File: config.mk
export PLATFORM = sky130hd
export DESIGN_NAME = muldiv_unit
export DESIGN_NICKNAME = d
export VERILOG_FILES = /design/src/rtl/muldiv_unit_pkg.sv /design/src/rtl/muldiv_unit_div_core.sv /design/src/rtl/muldiv_unit.sv
export SDC_FILE = /design/constraint.sdc
export NUM_CORES = 2
export LEC_CHECK = 0
export CORE_MARGIN = 4
export CORE_UTILIZATION = 53
export CTS_CLUSTER_SIZE = 12
export DETAILED_ROUTE_END_ITERATION = 8
export PLACE_DENSITY = 0.77
export SYNTH_ARGS = -nofsm -noshare
export SYNTH_HDL_FRONTEND = slang
export SYNTH_SLANG_ARGS = --single-unit
File: constraint.sdc
create_clock -name clk -period 10.8 [get_ports clk]
set_input_delay 2.16 -clock clk [delete_from_list [all_inputs] [get_ports clk]]
set_output_delay 2.16 -clock clk [all_outputs]
set_load 0.01 [all_outputs]
File: src/rtl/muldiv_unit_pkg.sv
// rtl/muldiv_unit_pkg.sv - funct codes, op decode and shared types for the HI/LO multiply/divide unit
package muldiv_unit_pkg;

    localparam int FUNCT_BUS = 6;
    localparam int DATA_BUS  = 32;

    localparam logic [FUNCT_BUS-1:0] FUNCT_MTHI  = 6'h11;
    localparam logic [FUNCT_BUS-1:0] FUNCT_MTLO  = 6'h13;
    localparam logic [FUNCT_BUS-1:0] FUNCT_MULT  = 6'h18;
    localparam logic [FUNCT_BUS-1:0] FUNCT_MULTU = 6'h19;
    localparam logic [FUNCT_BUS-1:0] FUNCT_DIV   = 6'h1A;
    localparam logic [FUNCT_BUS-1:0] FUNCT_DIVU  = 6'h1B;
    localparam logic [FUNCT_BUS-1:0] FUNCT_MADD  = 6'h00;
    localparam logic [FUNCT_BUS-1:0] FUNCT_MADDU = 6'h01;
    localparam logic [FUNCT_BUS-1:0] FUNCT_MSUB  = 6'h04;
    localparam logic [FUNCT_BUS-1:0] FUNCT_MSUBU = 6'h05;

    typedef enum logic [1:0] {
        ACC_NONE = 2'd0,
        ACC_ADD  = 2'd1,
        ACC_SUB  = 2'd2
    } acc_mode_e;

    typedef struct packed {
        logic      is_mul;
        logic      is_div;
        logic      is_mthi;
        logic      is_mtlo;
        logic      is_signed;
        acc_mode_e acc;
    } op_dec_t;

    // SPECIAL2 reuses low funct values, so the opcode bit must qualify every match.
    function automatic op_dec_t decode_op(input logic special2, input logic [FUNCT_BUS-1:0] funct);
        op_dec_t d;
        d = '{is_mul: 1'b0, is_div: 1'b0, is_mthi: 1'b0, is_mtlo: 1'b0,
              is_signed: 1'b0, acc: ACC_NONE};
        if (!special2) begin
            case (funct)
                FUNCT_MULT:  begin d.is_mul = 1'b1; d.is_signed = 1'b1; end
                FUNCT_MULTU: d.is_mul = 1'b1;
                FUNCT_DIV:   begin d.is_div = 1'b1; d.is_signed = 1'b1; end
                FUNCT_DIVU:  d.is_div = 1'b1;
                FUNCT_MTHI:  d.is_mthi = 1'b1;
                FUNCT_MTLO:  d.is_mtlo = 1'b1;
                default:     ;
            endcase
        end else begin
            case (funct)
                FUNCT_MADD:  begin d.is_mul = 1'b1; d.is_signed = 1'b1; d.acc = ACC_ADD; end
                FUNCT_MADDU: begin d.is_mul = 1'b1; d.acc = ACC_ADD; end
                FUNCT_MSUB:  begin d.is_mul = 1'b1; d.is_signed = 1'b1; d.acc = ACC_SUB; end
                FUNCT_MSUBU: begin d.is_mul = 1'b1; d.acc = ACC_SUB; end
                default:     ;
            endcase
        end
        return d;
    endfunction

endpackage

File: src/rtl/muldiv_unit_div_core.sv
// rtl/muldiv_unit_div_core.sv - iterative restoring radix-2 unsigned 32/32 divider
module div_core
    import muldiv_unit_pkg::*;
(
    input  logic                clk,
    input  logic                rst_n,
    input  logic                start,
    input  logic                flush,
    input  logic [DATA_BUS-1:0] dividend,
    input  logic [DATA_BUS-1:0] divisor,
    output logic [DATA_BUS-1:0] quotient,
    output logic [DATA_BUS-1:0] remainder,
    output logic                last
);

    logic [DATA_BUS-1:0] rem_q;
    logic [DATA_BUS-1:0] quo_q;
    logic [DATA_BUS-1:0] dvs_q;
    logic [4:0]          count;
    logic                active;

    logic [DATA_BUS:0]   shifted;
    logic [DATA_BUS:0]   trial;
    logic                fits;
    logic [DATA_BUS-1:0] rem_next;
    logic [DATA_BUS-1:0] quo_next;

    // Dividend bits shift out of quo_q's top as quotient bits shift in at the bottom.
    assign shifted  = {rem_q, quo_q[DATA_BUS-1]};
    assign trial    = shifted - {1'b0, dvs_q};
    assign fits     = ~trial[DATA_BUS];
    assign rem_next = fits ? trial[DATA_BUS-1:0] : shifted[DATA_BUS-1:0];
    assign quo_next = {quo_q[DATA_BUS-2:0], fits};

    // Results are the values the final iteration produces, so the parent can write them at that edge.
    assign quotient  = quo_next;
    assign remainder = rem_next;
    assign last      = active && (count == 5'd31);

    always_ff @(posedge clk or negedge rst_n) begin
        if (!rst_n) begin
            rem_q  <= '0;
            quo_q  <= '0;
            dvs_q  <= '0;
            count  <= '0;
            active <= 1'b0;
        end else if (flush) begin
            active <= 1'b0;
        end else if (start) begin
            rem_q  <= '0;
            quo_q  <= dividend;
            dvs_q  <= divisor;
            count  <= '0;
            active <= 1'b1;
        end else if (active) begin
            rem_q <= rem_next;
            quo_q <= quo_next;
            count <= count + 5'd1;
            if (last) begin
                active <= 1'b0;
            end
        end
    end

endmodule

File: src/rtl/muldiv_unit.sv
// rtl/muldiv_unit.sv - multi-cycle multiply/divide unit owning the HI/LO registers
module muldiv_unit
    import muldiv_unit_pkg::*;
(
    input  logic                 clk,
    input  logic                 rst_n,
    input  logic                 start,
    input  logic                 special2,
    input  logic [FUNCT_BUS-1:0] funct,
    input  logic [DATA_BUS-1:0]  opa,
    input  logic [DATA_BUS-1:0]  opb,
    input  logic                 flush,
    output logic                 busy,
    output logic                 done,
    output logic [DATA_BUS-1:0]  hi,
    output logic [DATA_BUS-1:0]  lo
);

    localparam logic [1:0] S_IDLE = 2'd0;
    localparam logic [1:0] S_MUL  = 2'd1;
    localparam logic [1:0] S_DIV  = 2'd2;

    logic [1:0]          state;
    op_dec_t             dec;

    logic [DATA_BUS-1:0] mul_a;
    logic [DATA_BUS-1:0] mul_b;
    logic                mul_signed;
    acc_mode_e           mul_acc;
    logic                div_q_neg;
    logic                div_r_neg;

    logic [DATA_BUS-1:0] abs_a;
    logic [DATA_BUS-1:0] abs_b;
    logic [DATA_BUS-1:0] div_q;
    logic [DATA_BUS-1:0] div_r;
    logic                div_last;
    logic                div_start;

    logic [63:0]         mul_a_ext;
    logic [63:0]         mul_b_ext;
    logic [63:0]         product;
    logic [63:0]         mul_result;

    assign dec       = decode_op(special2, funct);
    assign div_start = (state == S_IDLE) && start && !flush && dec.is_div;

    assign abs_a = (dec.is_signed && opa[DATA_BUS-1]) ? (~opa + 32'd1) : opa;
    assign abs_b = (dec.is_signed && opb[DATA_BUS-1]) ? (~opb + 32'd1) : opb;

    div_core u_div_core (
        .clk       (clk),
        .rst_n     (rst_n),
        .start     (div_start),
        .flush     (flush),
        .dividend  (abs_a),
        .divisor   (abs_b),
        .quotient  (div_q),
        .remainder (div_r),
        .last      (div_last)
    );

    // The 33x33 signed product truncated to 64 bits equals this 64x64 product modulo 2^64.
    assign mul_a_ext = {{32{mul_signed & mul_a[DATA_BUS-1]}}, mul_a};
    assign mul_b_ext = {{32{mul_signed & mul_b[DATA_BUS-1]}}, mul_b};
    assign product   = mul_a_ext * mul_b_ext;

    always_comb begin
        mul_result = product;
        case (mul_acc)
            ACC_ADD: mul_result = {hi, lo} + product;
            ACC_SUB: mul_result = {hi, lo} - product;
            default: mul_result = product;
        endcase
    end

    assign busy = (state != S_IDLE);
    assign done = !flush && ((state == S_MUL) || ((state == S_DIV) && div_last));

    always_ff @(posedge clk or negedge rst_n) begin
        if (!rst_n) begin
            state      <= S_IDLE;
            hi         <= '0;
            lo         <= '0;
            mul_a      <= '0;
            mul_b      <= '0;
            mul_signed <= 1'b0;
            mul_acc    <= ACC_NONE;
            div_q_neg  <= 1'b0;
            div_r_neg  <= 1'b0;
        end else if (flush) begin
            state <= S_IDLE;
        end else begin
            case (state)
                S_IDLE: begin
                    if (start) begin
                        if (dec.is_mul) begin
                            mul_a      <= opa;
                            mul_b      <= opb;
                            mul_signed <= dec.is_signed;
                            mul_acc    <= dec.acc;
                            state      <= S_MUL;
                        end else if (dec.is_div) begin
                            // A zero divisor must leave the all-ones quotient uncorrected.
                            div_q_neg <= dec.is_signed && (opa[DATA_BUS-1] ^ opb[DATA_BUS-1])
                                         && (opb != '0);
                            div_r_neg <= dec.is_signed && opa[DATA_BUS-1];
                            state     <= S_DIV;
                        end else if (dec.is_mthi) begin
                            hi <= opa;
                        end else if (dec.is_mtlo) begin
                            lo <= opa;
                        end
                    end
                end
                S_MUL: begin
                    {hi, lo} <= mul_result;
                    state    <= S_IDLE;
                end
                S_DIV: begin
                    if (div_last) begin
                        lo    <= div_q_neg ? (~div_q + 32'd1) : div_q;
                        hi    <= div_r_neg ? (~div_r + 32'd1) : div_r;
                        state <= S_IDLE;
                    end
                end
                default: state <= S_IDLE;
            endcase
        end
    end

endmodule

# Word-level counts from Yosys, hierarchy flattened
# Cells that the tools add are included.
# totals
ff_bits	237
inputBits	75
out_inout_bits	66
elab_cells	136
# op_classes
addsub	8
n_mul	1
n_eq_ne	24
n_mux	47
bitwise	10
reduce_logical	32
# op_table
operator	n
32-bit two-way mux	20
32-bit case mux with 3 select lines	2
32-bit by 1-bit adder with 32-bit output, second input constant	4
32-bit inverter	4
64-bit case mux with 2 select lines	1
64-bit adder	1
33-bit by 33-bit multiplier with 64-bit output	1
64-bit subtractor	1
6-bit by 5-bit == test with 1-bit output, second input constant	6
33-bit by 32-bit subtractor with 33-bit output	1
32-bit nonzero test	1
2-bit != test, second input constant	7
1-bit two-way mux	13
6-bit by 3-bit == test with 1-bit output, second input constant	2
2-bit two-way mux	6
2-bit OR reduction	6
1-bit logical AND	10
5-bit two-way mux	2
2-bit case mux with 2 select lines	2
8-bit AND reduction	1
7-bit AND reduction	1
6-bit by 1-bit == test with 1-bit output, second input constant	1
6-bit zero test	1
3-bit != test, second input constant	2
19 further kinds	26

# Depth between registers and ports, before layout
# depth
depth_word	10
mapped_depth	49
mapped_depth_nobuf	45

# Modules after synthesis
# A second synthesis with hierarchy kept.
# unflattened
hier_cells	6747
area_unflattened_um2	59075.4
# modules_own_cells
mod	instances	cells_each	area_per_inst_um2	seq_area_each_um2
muldiv_unit	1	6027	52399.0	3378.2
div_core	1	720	6676.4	2552.4

# Least setup slack after synthesis
# No wires, ideal clock.
# synth_timing
path_kind	reg2reg
startpoint	register mul_a[31]
endpoint	register hi[31]
setup_ns	0.074
arrival_ns	10.997
setup_slack_ns	-0.271
path_stages_with_launch	46
path_cell_list	dfrtp_1 > clkbuf_1 > and2_1 > clkbuf_1 > nand2_1 > inv_1 > fa_1 > fa_1 > fa_1 > inv_1 > fa_1 > inv_1 > fa_1 > fa_1 > inv_1 > fa_1 > fa_1 > inv_1 > [... 10 more ...] > nor3_1 > and3_1 > a31oi_1 > xnor2_1 > ha_1 > a21o_1 > a21oi_1 > nor2b_1 > a31oi_1 > and3_1 > o21ai_0 > nand2_1 > or4b_1 > mux2i_1 > a2111oi_2 > xnor2_1 > o221a_1 > a21oi_2
# synth_between
elab_chain_cells	5
word_cells_on_any_way	6
# synth_rtl
element	line_no	source
from (decl)	muldiv_unit.sv:26	logic [DATA_BUS-1:0] mul_a;
from (signal assigned)	muldiv_unit.sv:98	mul_a <= opa;
1-bit bitwise AND	muldiv_unit.sv:64	assign mul_a_ext = {{32{mul_signed & mul_a[DATA_BUS-1]}}, mul_a};
33-bit by 33-bit multiplier with 64-bit output *	muldiv_unit.sv:66	assign product = mul_a_ext * mul_b_ext;
64-bit subtractor / 64-bit adder (equally long branches)	muldiv_unit.sv:72, muldiv_unit.sv:71	
64-bit case mux with 2 select lines *	muldiv_unit.sv:70	case (mul_acc)
32-bit case mux with 3 select lines *	muldiv_unit.sv:94	case (state)
to (signal assigned)	muldiv_unit.sv:110	hi <= opa;
to (signal assigned)	muldiv_unit.sv:117	{hi, lo} <= mul_result;
to (signal assigned)	muldiv_unit.sv:123	hi <= div_r_neg ? (~div_r + 32'd1) : div_r;
to (decl)	muldiv_unit.sv:15	output logic [DATA_BUS-1:0] hi,
# Mark *: on every way between the ends. The rest lies on a longest branch, timed or not.
# A chain may end at the register's enable or synchronous reset.

# Worst setup path after layout
# layout_timing
startpoint	register mul_b[1]
endpoint	register hi[31]
# layout_between
elab_chain_cells	4
word_cells_on_any_way	5
# layout_rtl
element	line_no	source
from (decl)	muldiv_unit.sv:27	logic [DATA_BUS-1:0] mul_b;
from (signal assigned)	muldiv_unit.sv:99	mul_b <= opb;
33-bit by 33-bit multiplier with 64-bit output *	muldiv_unit.sv:66	
64-bit subtractor / 64-bit adder (equally long branches)	muldiv_unit.sv:72, muldiv_unit.sv:71	
64-bit case mux with 2 select lines *	muldiv_unit.sv:70	
32-bit case mux with 3 select lines *	muldiv_unit.sv:94	
# Marked as above.

==> impl_metrics.yaml <==
drt:
  detail-route-antenna-nets: 0
  drt_iter0_markers: 4440
  total_via_count_in_the_routed_design: 52155
  drt-wirelength-per-cell_um: 21.5
  post_drt_via_cell_ratio: 5.82
  wl_um: 192000
  drcViolationCount: 0
  iteration_count_of_the_initial_detailed_routing_pass: 6
clock_tree:
  cts-hold-fix-buffers: 0
  sink_count_of_the_clock_tree: 237
  clockRootBuffer: "clkbuf_16"
  clock_tree_from_tritoncts: "built"
  ctsLongestPathBuffers: 3
  cts_inserted_buffers: 29
  worst_setup_hold_path_clk_slew_ns: 0.07
  cts_h_tree_lvls: 1
  clock_latency_ns: 0.59
power_and_ir_drop:
  power_switching_mw: 8.49
  worst_ir_drop_vdd_uv: 261
  leakagePower_nw: 33.1
  power.switching_fraction: 0.501
  seq_power_share: 0.075
  power.density_nw_per_um2: 240
  internal_power_mw: 8.45
  power.share.combinational: 0.866
  clkPwrFrac: 0.059
floorplanning:
  floorplan.io_pins: 141
  die_h_um: 342
  floorplan.initialDensity: 0.534
  dieWidth_um: 342
  rows: 122
  core_sq_um: 111000
  die_area_sq_um: 117000
setup_path:
  ff2ff_path_depth: 44
  worst_r2r_endpoint: "hi[31]$_DFFE_PN0P_"
  critPathKind: "flip-flop to flip-flop"
  critPathSlowestCell: "fa_2"
  crit_path_frequent_cell: "fa_1"
  critical_path_at_ns: 11.44
  worst-endpoint-required_ns: 11.31
  nature_of_the_critical_path_endpoint: "flip-flop"
  critPathMaxFanout: 9
  ff2ff_setup_slack_ns: -0.13
  critical_path.max_stage_delay_ns: 0.60
  r2r_start: "mul_b[1]$_DFFE_PN0P_"
  cp-start-kind: "flip-flop"
timing:
  setup_viol: 2
  tightest_slew_ns: 1.36
  fin_crit_ns: 10.93
  final.period_utilization: 1.01
  worst_clock_skew_ns: 0.0192
  setup_slack_ns: -0.131
  count_of_endpoints_failing_hold_in_the_final_timing_report: 0
  maxSlewHeadroom: 0.0903
  rsz0062_at_grt: "yes"
  fmaxAchievable_mhz: 91.5
  finalMaxSlewViolations: 0
  setup_tns_ns: -0.178
logic_synthesis:
  asyncSetResetFlopFracSynth: 1.00
  netlist_top_cells_count: "inv_1 (1204), fa_1 (1127), nand2_1 (1041)"
  netlist_top_cells_area: "fa_1 (38%), dfrtp_1 (10%), inv_1 (7.6%)"
  post_synth.cell_area_avg_sq_um: 8.64
  synth_top_area_share: 0.381
  post_synth_num_cell_types: 104
  synthFlopType: "dfrtp_1"
  post-synth-top-count-cell: "inv_1"
  yosys_warnings: 0
  post_synth_inst_count: 6853
  synth_top_cell_by_area: "fa_1"
  syn_area_sq_um: 59200
  synthesis.nets: 8373
  synth_seq_area_share: 0.100
  count_of_state_elements_after_synthesis: 237
  synth-edff-count: 0
placement:
  hpwl_um: 159000
  port-buffer-count: 140
  dpl-instance-area_sq_um: 67600
  numPlacedInstances: 8862
  gpl.final_weighted_congestion: 1.01
layout:
  drive_gt1_frac: 0.166
  final_cell_count_no_fill: 8966
  fin_nets: 8975
  fillCellCount: 8947
  layout.cell_area.non_filler_sq_um: 70500
  area_delta_synth_final_pct: 19.1
hold_path:
  hold_critical_path_endpoint: "u_div_core.dvs_q[26]$_DFFE_PN0P_"
  worst_hold_path.num_cells: 2
  holdCritPathClass: "flip-flop to flip-flop"
  min-delay-start: "u_div_core.dvs_q[26]$_DFFE_PN0P_"
grt:
  gr-total-overflow: 0
  pin_count_of_the_biggest_net_entering_global_routing: 127
  grt_pass1_vias: 54624
  grt_util_all_layers: 0.327
  wire_length_of_the_first_global_routing_pass_um: 300000
  antenna_found_initial: 5
job:
  cap_viol_max_count: 0
outcome:
  status: "finished, violations left"
  violations: "setup timing"
-- per-stage QoR --
step | util | hold WS [ns] | power (mW) | setup WS, ns
finish | 0.636 | 0.481 | 16.9 | -0.131
global route | 0.636 | 0.505 | 18.2 | -0.509
CTS | 0.625 | 0.485 | 16.1 | 0.000745
detailed placement | 0.610 | 0.471 | 14.7 | -0.591
global placement | 0.610 | 0.463 | 14.5 | -0.417
floorplan | - | 0.450 | 8.69 | -0.0115
-- state kept, by name, indices dropped and copies added (netlist names) --
register           flops
div_q_neg              1
lo                    32
u_div_core.dvs_q      32
mul_a                 32
mul_b                 32
div_r_neg              1
u_div_core.active      1
hi                    32
state                  2
mul_acc                2
mul_signed             1
u_div_core.quo_q      32
u_div_core.count       5
u_div_core.rem_q      32
-- routing by layer --
metal,up-vias,global-route usage,wire length (um)
met3,734,0.0466,14800
met5,-,0,23
met2,2493,0.554,92600
met1,26135,0.408,71500
met4,4,0.171,13400
li1,22789,-,-
-- power groups by stage --
stage / Combinational [mW] / Clock (mW) / Sequential (mW)
6_report: 14.7 / 0.993 / 1.28
5_1_grt: 15.9 / 1.03 / 1.28
4_1_cts: 13.8 / 0.999 / 1.27
3_5_place_dp: 13.4 / 0 / 1.29
3_3_place_gp: 13.2 / 0 / 1.28
2_1_floorplan: 7.49 / 0 / 1.21
-- layout by cell type (no fill, tap or decap), types with 20 or more instances in the layout --
cell type / Yosys / routed
buf_6: 0 / 25
ha_1: 318 / 284
o21a_1: 33 / 33
ha_4: 0 / 30
o21ai_1: 6 / 27
a221oi_1: 45 / 42
xor2_1: 115 / 112
o211ai_1: 21 / 21
nor2b_1: 24 / 23
inv_1: 1204 / 1185
nor4_1: 22 / 20
clkdlybuf4s50_1: 0 / 139
nand3_1: 59 / 54
or2_2: 26 / 25
buf_4: 0 / 695
nor2_1: 248 / 237
or3_1: 29 / 26
o31ai_1: 75 / 72
xnor2_1: 203 / 201
mux2i_1: 25 / 25
a21oi_2: 3 / 29
nand2b_1: 36 / 35
nand2_1: 1041 / 1033
o21ai_0: 281 / 244
and2_1: 389 / 374
and3_1: 55 / 41
dfrtp_1: 237 / 227
fa_2: 0 / 20
a31oi_1: 49 / 46
clkbuf_16: 0 / 31
fa_1: 1127 / 1107
mux2_2: 71 / 71
a21o_1: 71 / 70
nor3_1: 79 / 67
nand4_1: 40 / 40
a21oi_1: 276 / 247
buf_12: 0 / 71
-- worst max path at each step --
stage	start	endpoint	slack, ns	cells after the start
2_1_floorplan	mul_a[31]$_DFFE_PN0P_	hi[31]$_DFFE_PN0P_	-0.01	45
3_3_place_gp	mul_a[20]$_DFFE_PN0P_	hi[29]$_DFFE_PN0P_	-0.42	40
3_5_place_dp	mul_a[20]$_DFFE_PN0P_	hi[31]$_DFFE_PN0P_	-0.59	42
4_1_cts	mul_b[5]$_DFFE_PN0P_	hi[31]$_DFFE_PN0P_	0.0007	42
5_1_grt	mul_b[3]$_DFFE_PN0P_	hi[31]$_DFFE_PN0P_	-0.51	43
6_report	mul_b[1]$_DFFE_PN0P_	hi[31]$_DFFE_PN0P_	-0.13	44
-- repair_timing --
item	4_1_cts	5_1_grt
pin swaps	62	108
setup endpoints to repair	13	27
gates cloned	1	3
resized for setup	141	207
setup buffers	22	28
-- critical path, delay by kind of cell, from the launching register on --
family,cells,cell delay [ns]
flip-flops,1,0.45
buffers and inverters,8,0.78
multiplexers,1,0.18
AND/OR/NAND/NOR,10,2.28
AO/OA/AOI/OAI,13,2.19
adder cells (fa/ha/maj),10,4.46
XOR/XNOR,2,0.47
-- cells by family after synthesis --
family,share of synthesized area
flip-flops,0.100
AND/OR/NAND/NOR,0.170
XOR/XNOR,0.0473
adder cells (fa/ha/maj),0.448
buffers and inverters,0.0998
AO/OA/AOI/OAI,0.117
multiplexers,0.0177
-- final cells by class --
cell class | instances | area, sq um | area share
clock buffers | 40 | 827 | 0.0117
diodes | 2 | 5.00 | 0.0000710
flip-flops and latches | 237 | 5940 | 0.0843
clock inverters | 12 | 103 | 0.00146
multi-input cells | 5046 | 48800 | 0.692
repair buffers | 935 | 8420 | 0.120
well taps | 1488 | 1860 | 0.0264
inverters | 1206 | 4530 | 0.0643
Power figures use the tool's default switching activity.
